==> src/rtl/pipe_pkg.sv <==
// Shared control-pipe types: per-stage control word, bubble constant, halt FSM states.
package pipe_pkg;

    localparam int REG_ADDR_W = 4;

    typedef logic [REG_ADDR_W-1:0] reg_addr_t;

    typedef struct packed {
        logic      valid;
        logic      reg_wren;
        logic      mem_to_reg;
        logic      mem_wr;
        logic      alu_src;
        logic      branch;
        logic      halt;
        reg_addr_t dst;
    } ctrl_t;

    localparam ctrl_t BUBBLE = '0;

    typedef enum logic [1:0] {
        ST_RUN,
        ST_DRAIN,
        ST_HALTED
    } halt_state_t;

endpackage

==> src/rtl/ctrl_pipe_if.sv <==
// Decode-side control bus plus the per-stage control outputs and IF/ID hazard controls.
interface ctrl_pipe_if;
    import pipe_pkg::*;

    logic      id_valid;
    logic      id_reg_wren;
    logic      id_mem_to_reg;
    logic      id_mem_wr;
    logic      id_alu_src;
    logic      id_dst_reg_sel;
    logic      id_branch;
    logic      id_halt;
    reg_addr_t id_rs;
    reg_addr_t id_rt;
    reg_addr_t id_rd;
    logic      id_uses_rt;
    logic      ex_branch_taken;
    logic      mem_stall;

    logic      stall_if_id;
    logic      flush_if_id;
    logic      ex_valid, ex_reg_wren, ex_mem_to_reg, ex_mem_wr, ex_alu_src, ex_branch;
    reg_addr_t ex_dst;
    logic      mem_valid, mem_reg_wren, mem_mem_to_reg, mem_mem_wr;
    reg_addr_t mem_dst;
    logic      wb_valid, wb_reg_wren, wb_mem_to_reg;
    reg_addr_t wb_dst;
    logic      halted;

    modport master (
        output id_valid, id_reg_wren, id_mem_to_reg, id_mem_wr, id_alu_src, id_dst_reg_sel,
               id_branch, id_halt, id_rs, id_rt, id_rd, id_uses_rt, ex_branch_taken, mem_stall,
        input  stall_if_id, flush_if_id,
               ex_valid, ex_reg_wren, ex_mem_to_reg, ex_mem_wr, ex_alu_src, ex_branch, ex_dst,
               mem_valid, mem_reg_wren, mem_mem_to_reg, mem_mem_wr, mem_dst,
               wb_valid, wb_reg_wren, wb_mem_to_reg, wb_dst, halted
    );

    modport slave (
        input  id_valid, id_reg_wren, id_mem_to_reg, id_mem_wr, id_alu_src, id_dst_reg_sel,
               id_branch, id_halt, id_rs, id_rt, id_rd, id_uses_rt, ex_branch_taken, mem_stall,
        output stall_if_id, flush_if_id,
               ex_valid, ex_reg_wren, ex_mem_to_reg, ex_mem_wr, ex_alu_src, ex_branch, ex_dst,
               mem_valid, mem_reg_wren, mem_mem_to_reg, mem_mem_wr, mem_dst,
               wb_valid, wb_reg_wren, wb_mem_to_reg, wb_dst, halted
    );

endinterface

==> src/rtl/ctrl_stage_reg.sv <==
// One pipeline control register: loads d on en, loads a bubble on en&clr.
// Latency: 1 cycle.
// Backpressure: en=0 holds the current contents.
module ctrl_stage_reg
    import pipe_pkg::*;
(
    input  logic  clk,
    input  logic  rst,
    input  logic  en,
    input  logic  clr,
    input  ctrl_t d,
    output ctrl_t q
);

    always_ff @(posedge clk) begin
        if (rst) begin
            q <= BUBBLE;
        end else if (en) begin
            q <= clr ? BUBBLE : d;
        end
    end

endmodule

==> src/rtl/ctrl_pipe.sv <==
// Carries decode control through EX/MEM/WB and raises IF/ID stall/flush for hazards and HLT.
// Latency: one cycle per stage (ID accepted at edge N -> EX after N, MEM N+1, WB N+2).
// Backpressure: mem_stall freezes EX/MEM/WB and holds IF/ID; load-use and HLT drain hold IF/ID only.
module ctrl_pipe
    import pipe_pkg::*;
#(
    parameter int NUM_FLUSH = 1
) (
    input logic         clk,
    input logic         rst,
    ctrl_pipe_if.slave  bus
);

    if (NUM_FLUSH != 1) begin : g_bad_num_flush
        $error("ctrl_pipe: only NUM_FLUSH=1 is supported");
    end

    ctrl_t       id_ctrl, ex_q, mem_q, wb_q;
    halt_state_t state;
    logic        advance, drain, load_use, br_flush, id_squash;
    logic        unused_bits;

    assign advance = !bus.mem_stall;
    assign drain   = (state != ST_RUN);

    // R0 never carries a load result, so it cannot cause a load-use stall.
    assign load_use = bus.id_valid && ex_q.valid && ex_q.mem_to_reg && (ex_q.dst != '0)
                   && ((ex_q.dst == bus.id_rs) || (bus.id_uses_rt && (ex_q.dst == bus.id_rt)));

    // A flush raised during a memory stall is deferred until the pipe moves again.
    assign br_flush  = advance && bus.ex_branch_taken && ex_q.valid;
    assign id_squash = br_flush || drain || load_use || !bus.id_valid;

    assign id_ctrl = '{
        valid:      1'b1,
        reg_wren:   bus.id_reg_wren,
        mem_to_reg: bus.id_mem_to_reg,
        mem_wr:     bus.id_mem_wr,
        alu_src:    bus.id_alu_src,
        branch:     bus.id_branch,
        halt:       bus.id_halt,
        dst:        bus.id_dst_reg_sel ? bus.id_rd : bus.id_rt
    };

    ctrl_stage_reg u_id_ex  (.clk(clk), .rst(rst), .en(advance), .clr(id_squash), .d(id_ctrl), .q(ex_q));
    ctrl_stage_reg u_ex_mem (.clk(clk), .rst(rst), .en(advance), .clr(1'b0),      .d(ex_q),    .q(mem_q));
    ctrl_stage_reg u_mem_wb (.clk(clk), .rst(rst), .en(advance), .clr(1'b0),      .d(mem_q),   .q(wb_q));

    always_ff @(posedge clk) begin
        if (rst) begin
            state <= ST_RUN;
        end else if (advance) begin
            case (state)
                ST_RUN:   if (!id_squash && bus.id_halt) state <= ST_DRAIN;
                ST_DRAIN: if (wb_q.valid && wb_q.halt)   state <= ST_HALTED;
                default:  state <= state;
            endcase
        end
    end

    assign bus.stall_if_id = bus.mem_stall || (!br_flush && (drain || load_use));
    assign bus.flush_if_id = br_flush;
    assign bus.halted      = (state == ST_HALTED);

    assign bus.ex_valid      = ex_q.valid;
    assign bus.ex_reg_wren   = ex_q.valid & ex_q.reg_wren;
    assign bus.ex_mem_to_reg = ex_q.valid & ex_q.mem_to_reg;
    assign bus.ex_mem_wr     = ex_q.valid & ex_q.mem_wr;
    assign bus.ex_alu_src    = ex_q.valid & ex_q.alu_src;
    assign bus.ex_branch     = ex_q.valid & ex_q.branch;
    assign bus.ex_dst        = ex_q.valid ? ex_q.dst : '0;

    assign bus.mem_valid      = mem_q.valid;
    assign bus.mem_reg_wren   = mem_q.valid & mem_q.reg_wren;
    assign bus.mem_mem_to_reg = mem_q.valid & mem_q.mem_to_reg;
    assign bus.mem_mem_wr     = mem_q.valid & mem_q.mem_wr;
    assign bus.mem_dst        = mem_q.valid ? mem_q.dst : '0;

    assign bus.wb_valid      = wb_q.valid;
    assign bus.wb_reg_wren   = wb_q.valid & wb_q.reg_wren;
    assign bus.wb_mem_to_reg = wb_q.valid & wb_q.mem_to_reg;
    assign bus.wb_dst        = wb_q.valid ? wb_q.dst : '0;

    assign unused_bits = ^{wb_q.mem_wr, wb_q.alu_src, wb_q.branch};

endmodule

==> src/flat_wrapper.sv <==
// flat-port wrapper written by rule: the top's interface ports become plain ports
module ctrl_pipe_flat import pipe_pkg::*;
#(
    parameter int NUM_FLUSH = 1
)
  (clk, rst, bus_id_valid, bus_id_reg_wren, bus_id_mem_to_reg, bus_id_mem_wr, bus_id_alu_src, bus_id_dst_reg_sel, bus_id_branch, bus_id_halt, bus_id_rs, bus_id_rt, bus_id_rd, bus_id_uses_rt, bus_ex_branch_taken, bus_mem_stall, bus_stall_if_id, bus_flush_if_id, bus_ex_valid, bus_ex_reg_wren, bus_ex_mem_to_reg, bus_ex_mem_wr, bus_ex_alu_src, bus_ex_branch, bus_ex_dst, bus_mem_valid, bus_mem_reg_wren, bus_mem_mem_to_reg, bus_mem_mem_wr, bus_mem_dst, bus_wb_valid, bus_wb_reg_wren, bus_wb_mem_to_reg, bus_wb_dst, bus_halted);
  ctrl_pipe_if bus_i ();
  input logic clk;
  input logic rst;
  input wire logic [$bits(bus_i.id_valid)-1:0] bus_id_valid;
  input wire logic [$bits(bus_i.id_reg_wren)-1:0] bus_id_reg_wren;
  input wire logic [$bits(bus_i.id_mem_to_reg)-1:0] bus_id_mem_to_reg;
  input wire logic [$bits(bus_i.id_mem_wr)-1:0] bus_id_mem_wr;
  input wire logic [$bits(bus_i.id_alu_src)-1:0] bus_id_alu_src;
  input wire logic [$bits(bus_i.id_dst_reg_sel)-1:0] bus_id_dst_reg_sel;
  input wire logic [$bits(bus_i.id_branch)-1:0] bus_id_branch;
  input wire logic [$bits(bus_i.id_halt)-1:0] bus_id_halt;
  input wire logic [$bits(bus_i.id_rs)-1:0] bus_id_rs;
  input wire logic [$bits(bus_i.id_rt)-1:0] bus_id_rt;
  input wire logic [$bits(bus_i.id_rd)-1:0] bus_id_rd;
  input wire logic [$bits(bus_i.id_uses_rt)-1:0] bus_id_uses_rt;
  input wire logic [$bits(bus_i.ex_branch_taken)-1:0] bus_ex_branch_taken;
  input wire logic [$bits(bus_i.mem_stall)-1:0] bus_mem_stall;
  output wire logic [$bits(bus_i.stall_if_id)-1:0] bus_stall_if_id;
  output wire logic [$bits(bus_i.flush_if_id)-1:0] bus_flush_if_id;
  output wire logic [$bits(bus_i.ex_valid)-1:0] bus_ex_valid;
  output wire logic [$bits(bus_i.ex_reg_wren)-1:0] bus_ex_reg_wren;
  output wire logic [$bits(bus_i.ex_mem_to_reg)-1:0] bus_ex_mem_to_reg;
  output wire logic [$bits(bus_i.ex_mem_wr)-1:0] bus_ex_mem_wr;
  output wire logic [$bits(bus_i.ex_alu_src)-1:0] bus_ex_alu_src;
  output wire logic [$bits(bus_i.ex_branch)-1:0] bus_ex_branch;
  output wire logic [$bits(bus_i.ex_dst)-1:0] bus_ex_dst;
  output wire logic [$bits(bus_i.mem_valid)-1:0] bus_mem_valid;
  output wire logic [$bits(bus_i.mem_reg_wren)-1:0] bus_mem_reg_wren;
  output wire logic [$bits(bus_i.mem_mem_to_reg)-1:0] bus_mem_mem_to_reg;
  output wire logic [$bits(bus_i.mem_mem_wr)-1:0] bus_mem_mem_wr;
  output wire logic [$bits(bus_i.mem_dst)-1:0] bus_mem_dst;
  output wire logic [$bits(bus_i.wb_valid)-1:0] bus_wb_valid;
  output wire logic [$bits(bus_i.wb_reg_wren)-1:0] bus_wb_reg_wren;
  output wire logic [$bits(bus_i.wb_mem_to_reg)-1:0] bus_wb_mem_to_reg;
  output wire logic [$bits(bus_i.wb_dst)-1:0] bus_wb_dst;
  output wire logic [$bits(bus_i.halted)-1:0] bus_halted;
  assign bus_i.id_valid = bus_id_valid;
  assign bus_i.id_reg_wren = bus_id_reg_wren;
  assign bus_i.id_mem_to_reg = bus_id_mem_to_reg;
  assign bus_i.id_mem_wr = bus_id_mem_wr;
  assign bus_i.id_alu_src = bus_id_alu_src;
  assign bus_i.id_dst_reg_sel = bus_id_dst_reg_sel;
  assign bus_i.id_branch = bus_id_branch;
  assign bus_i.id_halt = bus_id_halt;
  assign bus_i.id_rs = bus_id_rs;
  assign bus_i.id_rt = bus_id_rt;
  assign bus_i.id_rd = bus_id_rd;
  assign bus_i.id_uses_rt = bus_id_uses_rt;
  assign bus_i.ex_branch_taken = bus_ex_branch_taken;
  assign bus_i.mem_stall = bus_mem_stall;
  assign bus_stall_if_id = bus_i.stall_if_id;
  assign bus_flush_if_id = bus_i.flush_if_id;
  assign bus_ex_valid = bus_i.ex_valid;
  assign bus_ex_reg_wren = bus_i.ex_reg_wren;
  assign bus_ex_mem_to_reg = bus_i.ex_mem_to_reg;
  assign bus_ex_mem_wr = bus_i.ex_mem_wr;
  assign bus_ex_alu_src = bus_i.ex_alu_src;
  assign bus_ex_branch = bus_i.ex_branch;
  assign bus_ex_dst = bus_i.ex_dst;
  assign bus_mem_valid = bus_i.mem_valid;
  assign bus_mem_reg_wren = bus_i.mem_reg_wren;
  assign bus_mem_mem_to_reg = bus_i.mem_mem_to_reg;
  assign bus_mem_mem_wr = bus_i.mem_mem_wr;
  assign bus_mem_dst = bus_i.mem_dst;
  assign bus_wb_valid = bus_i.wb_valid;
  assign bus_wb_reg_wren = bus_i.wb_reg_wren;
  assign bus_wb_mem_to_reg = bus_i.wb_mem_to_reg;
  assign bus_wb_dst = bus_i.wb_dst;
  assign bus_halted = bus_i.halted;
  ctrl_pipe #(.NUM_FLUSH(NUM_FLUSH)) u_core (.clk(clk), .rst(rst), .bus(bus_i));
endmodule
==> config.mk <==
export PLATFORM = sky130hd
export DESIGN_NAME = ctrl_pipe_flat
export DESIGN_NICKNAME = d
export VERILOG_FILES = /design/src/rtl/pipe_pkg.sv /design/src/rtl/ctrl_pipe_if.sv /design/src/rtl/ctrl_stage_reg.sv /design/src/rtl/ctrl_pipe.sv /design/src/flat_wrapper.sv
export SDC_FILE = /design/constraint.sdc
export NUM_CORES = 1
export LEC_CHECK = 0
export BUFFER_PORTS_ARGS = -buffer_cell sky130_fd_sc_hd__buf_2
export CAP_MARGIN = 20
export CORE_UTILIZATION = 45
export DETAILED_ROUTE_END_ITERATION = 8
export GPL_TIMING_DRIVEN = 1
export PLACE_DENSITY_LB_ADDON = 0.15
export SLEW_MARGIN = 20
export SYNTH_ARGS = -nofsm -noshare
export SYNTH_HDL_FRONTEND = slang
export SYNTH_SLANG_ARGS = --single-unit
==> constraint.sdc <==
create_clock -name clk -period 3.7 [get_ports clk]
set_input_delay 0.74 -clock clk [delete_from_list [all_inputs] [get_ports clk]]
set_output_delay 0.74 -clock clk [all_outputs]
set_load 0.05 [all_outputs]
==> summary.txt <==
Async SR Flop Fraction = 0%
synth top area cells = dfxtp_1 41%, mux2i_1 14%, and2_1 9.3%, o41ai_2 8.8%, nor2_1 4.8%
Syn Area/Cell = 9.48 µm²
Critical path origin = u_core.u_id_ex.q[10]
global-route wire length before repair = 4990 µm
Gates resized, CTS repair = 0
worst hold start = u_core.u_id_ex.q[6]
most frequent cell after synthesis = dfxtp_1
status = finished, final reports clean
Post-synth EDFFs = 0
die width = 59.3 µm
flop2flop setup slack = 1880 ps
crit path time final = 3030 ps
Post-CTS Setup Bufs = 0
routed len/inst = 12.1 µm
crit path capture type = output port
GP Congestion = 0.726
# DRC = 0
dpl hpwl = 2180 µm
Ports = 53
grt ovf = 0
Post-synth top flop = dfxtp_1
Num Clock Sinks = 30
Vias/cell = 4.95
CP required = 2960 ps
Die H = 59.3 µm
Synth top area share = 40.6%
First DRT Iteration DRCs = 41
Hold Path Class = reg2reg
Root Buffer = clkbuf_4
Power Dens Cells = 360 mW/mm²
maximum clock path buffer count = 2
area grow syn2layout = 24.1%
H-tree depth = 2
die area = 0.00352 mm²
row count = 20
n_diodes = 0
Layout Skew = 1.43 ps
synthesized netlist cell count = 156
fin crit share = 81.9%
initial antenna violation count = 0
Initial Utilization = 48.0%
Max Clk Rate = 330 MHz
crit path DAT = 2290 ps
Pwr Total = 0.000660 W
GRT Overall Usage = 19.0%
Core Area = 0.00308 mm²
Syn Nets = 181
vias post-DR = 1243
max capacitance violation total = 0
Final Slew Violations = 0
post-layout util = 59.6%
LEAKAGE = 0.922 nW
Sum Neg Setup Slack = 0 ps
worst vdd ir = 0.000220 V
largest net degree at the start of global routing = 23
fill count = 282
DRT Pass-1 Iters = 4
TritonCTS Buffers = 5
Multi-input gate area = 807 µm²
register area = 601 µm²
vias in the first global route = 1107
Max FO, Critical Path = 13
synthesized flop and latch total = 30
Non-Filler Instances = 251
relative slew slack = 49.6%
Worst Max-Slew Pin Slew = 755 ps
Ys Warns = 0
post-synth top area cell = dfxtp_1
clk_lat worst skew = 320 ps
CP startpoint kind = flip-flop
CTS tree = built
Final ANT Viol Nets = 0
worst hold margin = 468 ps
Netlist cell types = 27
RSZ-0062 raised after global routing = false
Setup-failing EPs final = 0
dpl cells = 243
RR Startpoint = u_core.u_id_ex.q[10]
# port buffers = 52
layout cells sized above 1 = 34.8%
nets@finish = 231
clk slew on worst S/H paths = 90 ps
Post-synth top cells = 30 x dfxtp_1, 22 x and2_1, 21 x mux2i_1, 19 x nor2_1, 13 x nand2_1
Routed WL = 3030 µm
CTS Hold Buffers Added = 0
Crit Path Category = reg2out
sequential share of the synthesized area = 40.6%
Final Hold Viols = 0
cell area after synthesis = 0.00148 mm²
[critical path, cell delays in order (launching register included)]
cell and delay (ps):
dfxtp_1 570, and2_1 240, nand3_2 110, o21ai_2 580, o21ba_1 220, buf_2 250
[routing by layer]
metal	GRT usage [%]	up-vias	routed length [µm]	share of wire [%]
met1	24.0	574	1400	46
met5	0	-	0	0
met3	3.93	5	107	3.5
met2	31.5	32	1470	49
li1	-	632	-	-
met4	7.14	0	42	1.4
[kinds of logic after synthesis]
kind of cell / count (synthesis) / synth area share [%]
AOI/OAI and AO/OA: 16 / 13.3
xor gates and xnor gates: 8 / 4.74
buffers and inverters: 17 / 5.16
DFF: 30 / 40.6
muxes: 21 / 14.2
and+or+nand+nor: 64 / 22.0
[worst paths after layout]
kind / end / cells after the start
setup / recovery: bus_stall_if_id / 5
hold reg to reg: u_core.u_id_ex.q[6] / 2
hold / removal: u_core.u_id_ex.q[6] / 2
setup reg to reg: u_core.u_id_ex.q[0] / 4
[power by group]
part | internal (W) | switching [W] | total [W]
logic | 0.0000333 | 0.0000474 | 0.0000808
clock network | 0.000130 | 0.000107 | 0.000237
registers | 0.000332 | 0.0000108 | 0.000342
[layout by cell type, fill, tap and decap left out, drive strengths merged, types with 7 or more instances in the layout]
| master | n |
|---|---|
| inv | 7 |
| buf | 53 |
| nand2 | 13 |
| mux2i | 21 |
| xnor2 | 8 |
| nor2 | 19 |
| clkbuf | 8 |
| and2 | 22 |
| o41ai | 11 |
| dfxtp | 30 |
[stage by stage]
step	instance area (µm²)	setup slack, ps
5_1_grt	1840	513
2_1_floorplan	1480	604
3_5_place_dp	1760	771
4_1_cts	1840	598
6_report	1840	671
3_3_place_gp	1760	837
[layout make-up]
class / instances / share of cell area [%]
Tap cell: 44 / 3.00
Multi-Input combinational cell: 109 / 44.0
Sequential cell: 30 / 32.7
Timing Repair Buffer: 53 / 14.6
Clock buffer: 8 / 4.29
Inverter: 7 / 1.43
[state kept, by name, indices dropped and copies added, names as in the netlist]
name / count
u_core.u_id_ex.q: 11
u_core.u_ex_mem.q: 9
u_core.u_mem_wb.q: 8
u_core.state: 2
No activity file was read; power rests on OpenSTA's default activity.
